==> config.mk <==
export PLATFORM = sky130hd
export DESIGN_NAME = iob_plic_dispatcher
export DESIGN_NICKNAME = d
export VERILOG_FILES = /design/src/rtl/iob_plic_dispatcher.sv
export SDC_FILE = /design/constraint.sdc
export NUM_CORES = 1
export LEC_CHECK = 0
export ABC_AREA = 1
export CELL_PAD_IN_SITES_DETAIL_PLACEMENT = 1
export CELL_PAD_IN_SITES_GLOBAL_PLACEMENT = 2
export CORE_AREA = 4 4 104 106
export DETAILED_ROUTE_END_ITERATION = 16
export DIE_AREA = 0 0 108 110
export GPL_TIMING_DRIVEN = 0
export MAX_ROUTING_LAYER = met4
export PLACE_DENSITY = 0.89
export SLEW_MARGIN = 5
export SYNTH_ARGS = -nofsm -noshare
export SYNTH_HDL_FRONTEND = slang
export SYNTH_SLANG_ARGS = --single-unit
==> constraint.sdc <==
create_clock -name clk -period 1.8 [get_ports clk]
set_clock_uncertainty 0.1 [all_clocks]
set_input_delay 0.18 -clock clk [delete_from_list [all_inputs] [get_ports clk]]
set_output_delay 0.18 -clock clk [all_outputs]
set_load 0.03 [all_outputs]
==> src/rtl/iob_plic_dispatcher.sv <==
// Hardware claim/complete sequencer for one IOb PLIC target: claims the pending ID,
// hands it to a hardware handler, then writes the completion back after done or timeout.
module iob_plic_dispatcher #(
  parameter int                ADDR_W         = 16,
  parameter int                DATA_W         = 32,
  parameter int                SOURCES_BITS   = 7,
  parameter logic [ADDR_W-1:0] CLAIM_ADDR     = 'h0100,
  parameter int                TIMEOUT        = 1024,
  parameter int                HOLDOFF_CYCLES = 2
) (
  input  logic                    clk,
  input  logic                    rst_n,
  input  logic                    en,
  input  logic                    irq,
  output logic                    m_valid,
  output logic [ADDR_W-1:0]       m_address,
  output logic [DATA_W-1:0]       m_wdata,
  output logic [DATA_W/8-1:0]     m_wstrb,
  input  logic [DATA_W-1:0]       m_rdata,
  input  logic                    m_ready,
  output logic                    id_valid,
  output logic [SOURCES_BITS-1:0] id,
  input  logic                    id_ready,
  input  logic                    done,
  output logic                    busy,
  output logic                    spurious,
  output logic                    timeout
);

  localparam int CNT_MAX = (TIMEOUT > HOLDOFF_CYCLES) ? TIMEOUT : HOLDOFF_CYCLES;
  localparam int CNT_W   = $clog2(CNT_MAX + 1);

  typedef enum logic [2:0] {
    S_IDLE,
    S_CLAIM_RD,
    S_DISPATCH,
    S_WAIT_DONE,
    S_COMPLETE_WR,
    S_HOLDOFF
  } state_t;

  state_t                  state_q, state_d;
  logic [CNT_W-1:0]        cnt_q, cnt_d;
  logic [SOURCES_BITS-1:0] id_q, id_d;
  logic                    spurious_q, spurious_d;
  logic                    expired;
  logic                    unused_rdata;

  // Only the ID field of the claim read is meaningful.
  assign unused_rdata = ^m_rdata;

  assign expired = (TIMEOUT != 0) && (state_q == S_WAIT_DONE) &&
                   (cnt_q == CNT_W'(TIMEOUT - 1));

  always_comb begin
    state_d    = state_q;
    cnt_d      = cnt_q;
    id_d       = id_q;
    spurious_d = 1'b0;
    case (state_q)
      S_IDLE: begin
        cnt_d = '0;
        if (en && irq) state_d = S_CLAIM_RD;
      end
      S_CLAIM_RD: begin
        if (m_ready) begin
          id_d = m_rdata[SOURCES_BITS-1:0];
          if (m_rdata[SOURCES_BITS-1:0] == '0) begin
            spurious_d = 1'b1;
            cnt_d      = '0;
            state_d    = S_HOLDOFF;
          end else begin
            state_d = S_DISPATCH;
          end
        end
      end
      S_DISPATCH: begin
        if (id_ready) begin
          cnt_d   = '0;
          state_d = S_WAIT_DONE;
        end
      end
      S_WAIT_DONE: begin
        cnt_d = cnt_q + CNT_W'(1);
        // A simultaneous done takes precedence; the timeout pulse is masked by done.
        if (done || expired) state_d = S_COMPLETE_WR;
      end
      S_COMPLETE_WR: begin
        if (m_ready) begin
          cnt_d   = '0;
          state_d = S_HOLDOFF;
        end
      end
      S_HOLDOFF: begin
        if (cnt_q == CNT_W'(HOLDOFF_CYCLES - 1)) state_d = S_IDLE;
        else cnt_d = cnt_q + CNT_W'(1);
      end
      default: state_d = S_IDLE;
    endcase
  end

  always_ff @(posedge clk) begin
    if (!rst_n) begin
      state_q    <= S_IDLE;
      cnt_q      <= '0;
      id_q       <= '0;
      spurious_q <= 1'b0;
    end else begin
      state_q    <= state_d;
      cnt_q      <= cnt_d;
      id_q       <= id_d;
      spurious_q <= spurious_d;
    end
  end

  assign m_valid   = (state_q == S_CLAIM_RD) || (state_q == S_COMPLETE_WR);
  assign m_address = m_valid ? CLAIM_ADDR : '0;
  assign m_wstrb   = (state_q == S_COMPLETE_WR) ? '1 : '0;
  assign m_wdata   = (state_q == S_COMPLETE_WR) ? DATA_W'(id_q) : '0;
  assign id_valid  = (state_q == S_DISPATCH);
  assign id        = id_q;
  assign busy      = (state_q != S_IDLE);
  assign spurious  = spurious_q;
  assign timeout   = expired && !done;

endmodule

# After elaboration in Yosys (flattened, before gate mapping)
# Cells that the tools add are included.
dict set report totals {
  mem_bits_rw 0
  output_inout_bits 64
  latch_bits 0
  elab_cells 52
  register_bits 22
  memories 0
  rom_bits 0
}
dict set report classes {
  div_mod_pow 0
  n_mul 0
  mux 18
  n_reduce_logical 14
  magnitude_cmp 0
  n_shift 0
  add_sub_neg 1
  bitwise 0
  eq_ne 15
}
# operator count
set op_table {}
lappend op_table {{one-hot mux 11 bit (6 select lines)} 1}
lappend op_table {{two-way mux 11 bit} 5}
lappend op_table {{two-way mux 3 bit} 7}
lappend op_table {{one-hot mux 3 bit (6 select lines)} 1}
lappend op_table {{!= test 2 bit (second input constant)} 6}
lappend op_table {{AND reduction 6 bit} 2}
lappend op_table {{adder 11 x 1 -> 11 bit (second input constant)} 1}
lappend op_table {{== test 11 x 1 -> 1 bit (second input constant)} 1}
lappend op_table {{== test 11 x 10 -> 1 bit (second input constant)} 1}
lappend op_table {{two-way mux 9 bit} 1}
lappend op_table {{logical NOT 7 bit} 1}
lappend op_table {{two-way mux 7 bit} 1}
lappend op_table {{== test 3 x 2 -> 1 bit (second input constant)} 2}
lappend op_table {{== test 3 bit (second input constant)} 2}
lappend op_table {{nonzero test 6 bit} 1}
lappend op_table {{two-way mux 4 bit} 1}
lappend op_table {{!= test 2 x 1 -> 1 bit (second input constant)} 2}
lappend op_table {{== test 3 x 1 -> 1 bit (second input constant)} 1}
lappend op_table {{logical AND 1 bit} 3}
lappend op_table {{logical NOT 3 bit} 1}
lappend op_table {{AND reduction 3 bit} 1}
lappend op_table {{nonzero test 3 bit} 1}
lappend op_table {{logical OR 1 bit} 2}
lappend op_table {{AND reduction 2 bit} 1}
lappend op_table {{2 further kinds} 2}

# Depth between registers and ports, before layout
# Gate-level depths: netlist of the first run.
dict set report logic_depth {
  word_depth 5
  ltp_mapped 12
  mapped_depth_nobuf 11
}

# Worst setup path before layout of the first run
# No wires, ideal clock.
dict set report synth_path {
  path_type {flip-flop to output port}
  start {reg cnt_q[0]}
  end {out timeout}
  slack_ns -0.106
  required_ns 1.520
  arrival_time_ns 1.626
  n_path_buf 0
  stages_incl_launch_ff 6
  path_cell_list {dfxtp_1 ha_1 nand2_1 nor2_2 nand3_1 nor3_1}
}
dict set report synth_via {
  elab_chain_cells 3
}
# element line_no
set synth_lines {}
lappend synth_lines {{from (decl)} 43} ;# logic [CNT_W-1:0] cnt_q, cnt_d;
lappend synth_lines {{from (signal assigned)} 110} ;# cnt_q <= cnt_d;
lappend synth_lines {{== test 11 x 10 -> 1 bit} 53} ;# (cnt_q == CNT_W'(TIMEOUT - 1));
lappend synth_lines {{logical AND 1 bit} 52} ;# assign expired = (TIMEOUT != 0) && (state_q == S_WAIT_DONE) &&
lappend synth_lines {{logical AND 1 bit} 124} ;# assign timeout = expired && !done;
lappend synth_lines {{to (decl)} 27} ;# output logic timeout
# Every way passes these cells.

# Final worst setup path of the first run
# Same ends and word-level chain as after synthesis.

==> summary.md, run 1 <==
| Metric | Value |
|---|---|
| Wire per inst | 10.2 µm |
| Period Utilization, post-route | 99.2% |
| Worst Hold End | id[5]$_SDFFE_PN0P_ |
| WP data required | 1520 ps |
| # Max-Cap Violations | 0 |
| Worst min path class | in2reg |
| Number of diodes | 0 |
| Crit Path Class | reg2out |
| Crit path capture type | output pin |
| Row Count | 36 |
| Vias per std cell | 3.68 |
| CTS Buffer Depth | 2 |
| Part of the power in registers | 23.0% |
| CTS tree | yes |
| Die width | 108 µm |
| GR Util All Layers | 9.16% |
| Core Area | 9770 µm² |
| Worst r2r dst | cnt_q[1]$_SDFFE_PN0P_ |
| Finished Cell Area | 2570 µm² |
| Clock power share | 11.8% |
| Final slew viol count | 0 |
| I/O Buffers | 37 |
| Hold_sp | m_rdata[5] |
| Actual slew at the worst max-slew pin | 531 ps |
| Most common cell after layout, fill and taps aside | buf_4 |
| Sequential share of the synthesized area | 25.4% |
| Drt pass-1 iters | 4 |
| TNS Setup | 0 ps |
| Die H | 110 µm |
| Slew margin rel. | 64.6% |
| Leakage power | 1.23 nW |
| CTS Sinks | 22 |
| CTS Root Cell | clkbuf_8 |
| Largest net degree at the start of global routing | 13 |
| # H-tree levels | 1 |
| Worst hold stages | 3 |
| Asr flop ratio synth | 0% |
| DP Area | 2420 µm² |
| Initial antenna violation count | 0 |
| Detailed Route WL | 5000 µm |
| Critical Path AT | 1510 ps |
| Post-synthesis cell type count | 28 |
| NetSw | 1.60 mW |
| Initial DRC count | 44 |
| Critical path launch point type | register |
| Clk slew on worst S/H paths | 80 ps |
| CP max FO | 6 |
| Final RePlAce weighted congestion | 0.739 |
| Area grow syn2layout | 47.9% |
| Hold Fails Final Rpt | 0 |
| Num ports | 103 |
| Worst setup startpoint | cnt_q[0]$_SDFFE_PN0P_ |
| Total grt overflow | 0 |
| Avg Synthesized Cell Area | 6.38 µm² |
| DRC viols | 0 |
| Int Power | 1.55 mW |
| Seq cells post-synth | 22 |
| Max Fclk | 0.560 GHz |
| Synth Instances | 272 |
| Path depth of the worst reg2reg path | 12 |
| Die area | 11900 µm² |
| Nets@finish | 401 |
| CTS buffer count | 3 |
| Sw Ratio | 50.7% |
| YS warnings | 0 |
| Post-detail-place hpwl | 3890 µm |
| Layout cells sized above 1 | 27.6% |
| Initial Utilization | 17.8% |
| Power per cell area | 1230 nW/µm² |
| Vias | 1811 |
| First-pass GRT wire length | 8710 µm |
| Clk_lat worst skew | 270 ps |
| Minimum hold slack | 379 ps |
| Vias in the first global route | 1865 |
| Logic pwr share | 65.1% |
| Maximum resistive drop on vdd | 597 µV |
| Hold_buf cts | 0 |
| Cell Area, Synth | 1740 µm² |
| R2R Setup Slk | 170 ps |
| Most frequent cells in the layout | buf_4, nand2_1, conb_1, inv_1, nor2_1 |
| RSZ-0062 raised after global routing | yes |
| Number of synthesized flops with an enable pin | 0 |
| Post-DRT Antenna Nets | 0 |
| Reg2reg start | cnt_q[1]$_SDFFE_PN0P_ |
| Final setup violation count | 0 |
| Outcome | finished, final reports clean |
| Ys flop type | dfxtp_1 |
| Minimum clock period after layout | 1790 ps |
## critical path, stage by stage (launching register included)
cell and delay [ps]:
dfxtp_4 390, ha_4 150, nand2_4 60, nor2_4 150, nand3_2 110, nor3_2 200, buf_4 190
## sequential cells by signal (all words and copies together) (netlist names)
register  count
spurious      1
id            7
cnt_q        11
state_q       3
## synthesized netlist by cell type, types with 3 or more instances
cell type,number,area [µm²]
buf_4,44,330
nor3_1,4,20.0
a21oi_1,19,95.1
nand3_1,20,100
inv_2,3,11.3
inv_1,32,120
buf_2,3,15.0
nand2_1,52,195
nand4_1,7,43.8
nor2_1,34,128
o21ai_0,10,50.1
dfxtp_1,22,440
## worst max-delay path by stage
stage / end / slack [ps] / cells after the start
global placement: timeout / -450 / 6
finish: timeout / 10 / 6
global route: timeout / -100 / 6
floorplan: state_q[1]$_SDFFE_PN0P_ / 110 / 6
detailed placement: timeout / -510 / 6
CTS: timeout / -130 / 6
## power groups by stage
stage          logic (mW)  clock network [mW]  registers, mW
2_1_floorplan        1.35                   0          0.741
3_3_place_gp         1.94                   0          0.694
3_5_place_dp         1.97                   0          0.698
4_1_cts              1.96               0.395          0.717
5_1_grt              2.30               0.414          0.743
6_report             2.05               0.373          0.727
## area by class of cell
cell class | count | area (µm²)
fill | 1277 | 7210
multi-input combinational | 205 | 1020
sequential | 22 | 453
timing repair buffer | 43 | 372
buffer | 50 | 369
tap | 133 | 166
inverter | 35 | 131
clock buffer | 4 | 55.1
## per-stage QoR
stage / util (%) / total power, mW / setup WS, ps / cells
after global routing: 26.3 / 3.46 / -98.5 / 492
after detailed placement: 24.8 / 2.67 / -513 / 481
after CTS: 25.6 / 3.07 / -128 / 486
after global placement: 24.8 / 2.64 / -449 / 481
final: 26.3 / 3.15 / 14.7 / 492
after floorplan: - / 2.09 / 112 / 311
## what timing repair did
action	in CTS	in global routing
gates cloned	1	1
hold endpoints to repair	0	0
pin swaps	1	5
resized for setup	47	31
endpoints found under the setup margin	29	28
buffers inserted	0	5
## routing by layer
layer  global-route usage, %  part of all wire (%)  up-vias
met4                    2.43                   1.3        0
met5                       -                     0        -
met2                    15.1                    48       57
met1                    11.3                    45      797
li1                        -                     -      950
met3                    2.15                   5.8        7
## kinds of logic after synthesis
kind of cell               Yosys count  share of synthesized area, %
and+or+nand+nor                    129                          34.2
xor gates and xnor gates             2                          1.01
other                                1                         0.216
buffers and inverters               85                          28.5
DFF                                 22                          25.4
adders and majority gates            2                          1.44
AOI/OAI and AO/OA                   31                          9.29
(Power assumes the default switching activity.)
==> inputs of run 2 (changes only) <==
--- a/config.mk
+++ b/config.mk
@@ -8,12 +8,12 @@
 export ABC_AREA = 1
 export CELL_PAD_IN_SITES_DETAIL_PLACEMENT = 1
 export CELL_PAD_IN_SITES_GLOBAL_PLACEMENT = 2
-export CORE_AREA = 4 4 104 106
+export CORE_AREA = 4 4 101 103
 export DETAILED_ROUTE_END_ITERATION = 16
-export DIE_AREA = 0 0 108 110
+export DIE_AREA = 0 0 105 107
 export GPL_TIMING_DRIVEN = 0
 export MAX_ROUTING_LAYER = met4
-export PLACE_DENSITY = 0.89
+export PLACE_DENSITY = 0.94
 export SLEW_MARGIN = 5
 export SYNTH_ARGS = -nofsm -noshare
 export SYNTH_HDL_FRONTEND = slang
==> constraint.sdc (replaced) <==
create_clock -name clk -period 2.2 [get_ports clk]
set_clock_uncertainty 0.1 [all_clocks]
set_input_delay 0.22 -clock clk [delete_from_list [all_inputs] [get_ports clk]]
set_output_delay 0.22 -clock clk [all_outputs]
set_load 0.03 [all_outputs]
==> run 2 against run 1 <==
Compared with the run above:
- wire length fell by 1.7%
- utilization rose by 0.58 points
- worst setup slack improved by 160 ps
- critical path depth fell by 1
- worst hold slack improved by 9.8 ps
- via count fell by 0.55%
- combinational power fell by 24%
- count of clock-buffer cells in the layout did not move
- global-route usage barely moved
- critical path type unchanged
- largest power group unchanged
- cell area fell by 3.8%
- sequential share of layout area rose by 0.30 points
- power fell by 23%
==> summary.md, run 2 (same netlist as run 1, synthesis figures left out) <==
| Metric | Value |
|---|---|
| Power per cell area | 980 nW/µm² |
| Die width | 105 µm |
| Leakage power | 1.32 nW |
| GR Util All Layers | 9.17% |
| Row Count | 35 |
| CP Cell Sequence | inv_1 > nand2_1 > nor2_1 > inv_1 > clkdlybuf4s50_1 |
| Clk_lat worst skew | 260 ps |
| CTS Buffer Depth | 2 |
| Critical Path Max Stage Delay | 650 ps |
| Vias | 1801 |
| Final slew viol count | 0 |
| Worst min path class | reg2reg |
| Detailed Route WL | 4910 µm |
| Crit path capture type | output pin |
| Most common cell after layout, fill and taps aside | nand2_1 |
| Max Fclk | 0.495 GHz |
| # Max-Cap Violations | 0 |
| Worst setup startpoint | state_q[1]$_SDFFE_PN0P_ |
| Hold Fails Final Rpt | 0 |
| Path depth of the worst reg2reg path | 10 |
| Maximum resistive drop on vdd | 315 µV |
| Largest net degree at the start of global routing | 13 |
| CTS Root Cell | clkbuf_8 |
| Post-detail-place hpwl | 4080 µm |
| Crit Path Class | reg2out |
| Placed cells | 459 |
| R2R Setup Slk | 400 ps |
| Core Area | 9200 µm² |
| Actual slew at the worst max-slew pin | 511 ps |
| Final RePlAce weighted congestion | 0.791 |
| Area grow syn2layout | 42.2% |
| Initial antenna violation count | 0 |
| Slew margin rel. | 66.0% |
| Critical Path AT | 1700 ps |
| Seq. cell area | 443 µm² |
| Sw Ratio | 50.6% |
| Clock power share | 12.1% |
| Worst path most repeated cell | inv_1 |
| Largest Register | cnt_q |
| # H-tree levels | 1 |
| Initial DRC count | 63 |
| CTS tree | yes |
| Int Power | 1.19 mW |
| Vias in the first global route | 1912 |
| I/O Buffers | 37 |
| Critical path endpoint | busy |
| CTS buffer count | 3 |
| Clk slew on worst S/H paths | 80 ps |
| Critical path launch point type | register |
| Period Utilization, post-route | 91.8% |
| Die H | 107 µm |
| First-pass GRT wire length | 8560 µm |
| NetSw | 1.23 mW |
| Number of diodes | 0 |
| Non-filler cells, final | 463 |
| Initial Utilization | 18.9% |
| Outcome | finished, final reports clean |
| Die area | 11200 µm² |
| Layout cells sized above 1 | 19.6% |
| Minimum clock period after layout | 2020 ps |
| Nets@finish | 394 |
| CP max FO | 7 |
| Wire per inst | 10.6 µm |
| Most frequent cells in the layout | nand2_1, buf_4, conb_1, nor2_1, inv_1 |
| Vias per std cell | 3.89 |
| Filler cells | 1180 |
| Slowest CP cell | clkdlybuf4s50_1 |
| Setup Buffers After CTS | 0 |
| Finished Cell Area | 2470 µm² |
| CTS Sinks | 22 |
| Worst r2r dst | state_q[2]$_SDFFE_PN0P_ |
| DP Area | 2390 µm² |
| DRC viols | 0 |
| Part of the power in registers | 23.5% |
| Num ports | 103 |
| Multi-input gate area | 957 µm² |
| RSZ-0062 raised after global routing | no |
| Drt pass-1 iters | 4 |
| Reg2reg start | cnt_q[0]$_SDFFE_PN0P_ |
| WP data required | 1880 ps |
| Max reg flops | 11 |
| Logic pwr share | 64.4% |
| Total grt overflow | 0 |
| Post-DRT Antenna Nets | 0 |
| Final setup violation count | 0 |
-- run 2: area by class of cell --
| type | count | share of cell area, % |
|---|---|---|
| plain buffers | 50 | 14.7 |
| clock buffers | 4 | 2.23 |
| inverters | 35 | 5.32 |
| multi-input cells | 204 | 38.8 |
| flip-flops and latches | 22 | 17.9 |
| well taps | 111 | 5.62 |
| repair buffers | 37 | 15.4 |
-- run 2: power by group through the flow --
stage	Sequential, mW	Clock, mW	Combinational, mW
2_1_floorplan	0.606	0	1.10
3_3_place_gp	0.566	0	1.58
3_5_place_dp	0.572	0	1.62
4_1_cts	0.566	0.308	1.58
5_1_grt	0.586	0.327	1.73
6_report	0.568	0.294	1.56
-- run 2: worst max-delay path, delay by kind of cell, from the launching register on --
kind	cells	cell delay (ps)
buf+inv	3	820
flops	1	460
simple gates	2	160
-- run 2: layer usage --
layer	track usage, %	vias up	part of all wire (%)
li1	-	932	-
met1	10.7	814	43
met2	16.5	48	51
met3	1.02	7	4.0
met4	3.00	0	1.4
met5	-	-	0
-- run 2: how the worst min path moves through the flow --
| stage | from | to | cells after the start |
|---|---|---|---|
| CTS | id[2]$_SDFFE_PN0P_ | id[2]$_SDFFE_PN0P_ | 2 |
| detailed placement | id[2]$_SDFFE_PN0P_ | id[2]$_SDFFE_PN0P_ | 2 |
| floorplan | rst_n | id[0]$_SDFFE_PN0P_ | 2 |
| global placement | id[1]$_SDFFE_PN0P_ | id[1]$_SDFFE_PN0P_ | 2 |
| global route | id[2]$_SDFFE_PN0P_ | id[2]$_SDFFE_PN0P_ | 2 |
| finish | id[2]$_SDFFE_PN0P_ | id[2]$_SDFFE_PN0P_ | 2 |
-- run 2: timing repair --
item	4_1_cts	5_1_grt
endpoints found under the setup margin	7	9
hold buffers	0	0
resized for setup	12	13
-- run 2: metrics by stage --
step	worst slack [ps]	util, %	power, mW	hold WS, ps	TNS [ps]
2_1_floorplan	254	-	1.71	258	0
6_report	180	26.9	2.42	389	0
4_1_cts	2.70	26.6	2.45	395	0
5_1_grt	23.2	26.9	2.64	416	0
3_3_place_gp	-184	26.0	2.15	369	-184
3_5_place_dp	-191	26.0	2.19	378	-191
==> inputs of run 3 (changes only) <==
--- a/config.mk
+++ b/config.mk
@@ -14,7 +14,7 @@
 export GPL_TIMING_DRIVEN = 0
 export MAX_ROUTING_LAYER = met4
 export PLACE_DENSITY = 0.94
-export SLEW_MARGIN = 5
+export SLEW_MARGIN = 20
 export SYNTH_ARGS = -nofsm -noshare
 export SYNTH_HDL_FRONTEND = slang
 export SYNTH_SLANG_ARGS = --single-unit
==> results of run 3 <==
No change in the layout: final DEF, timing and power equal those of run 2.
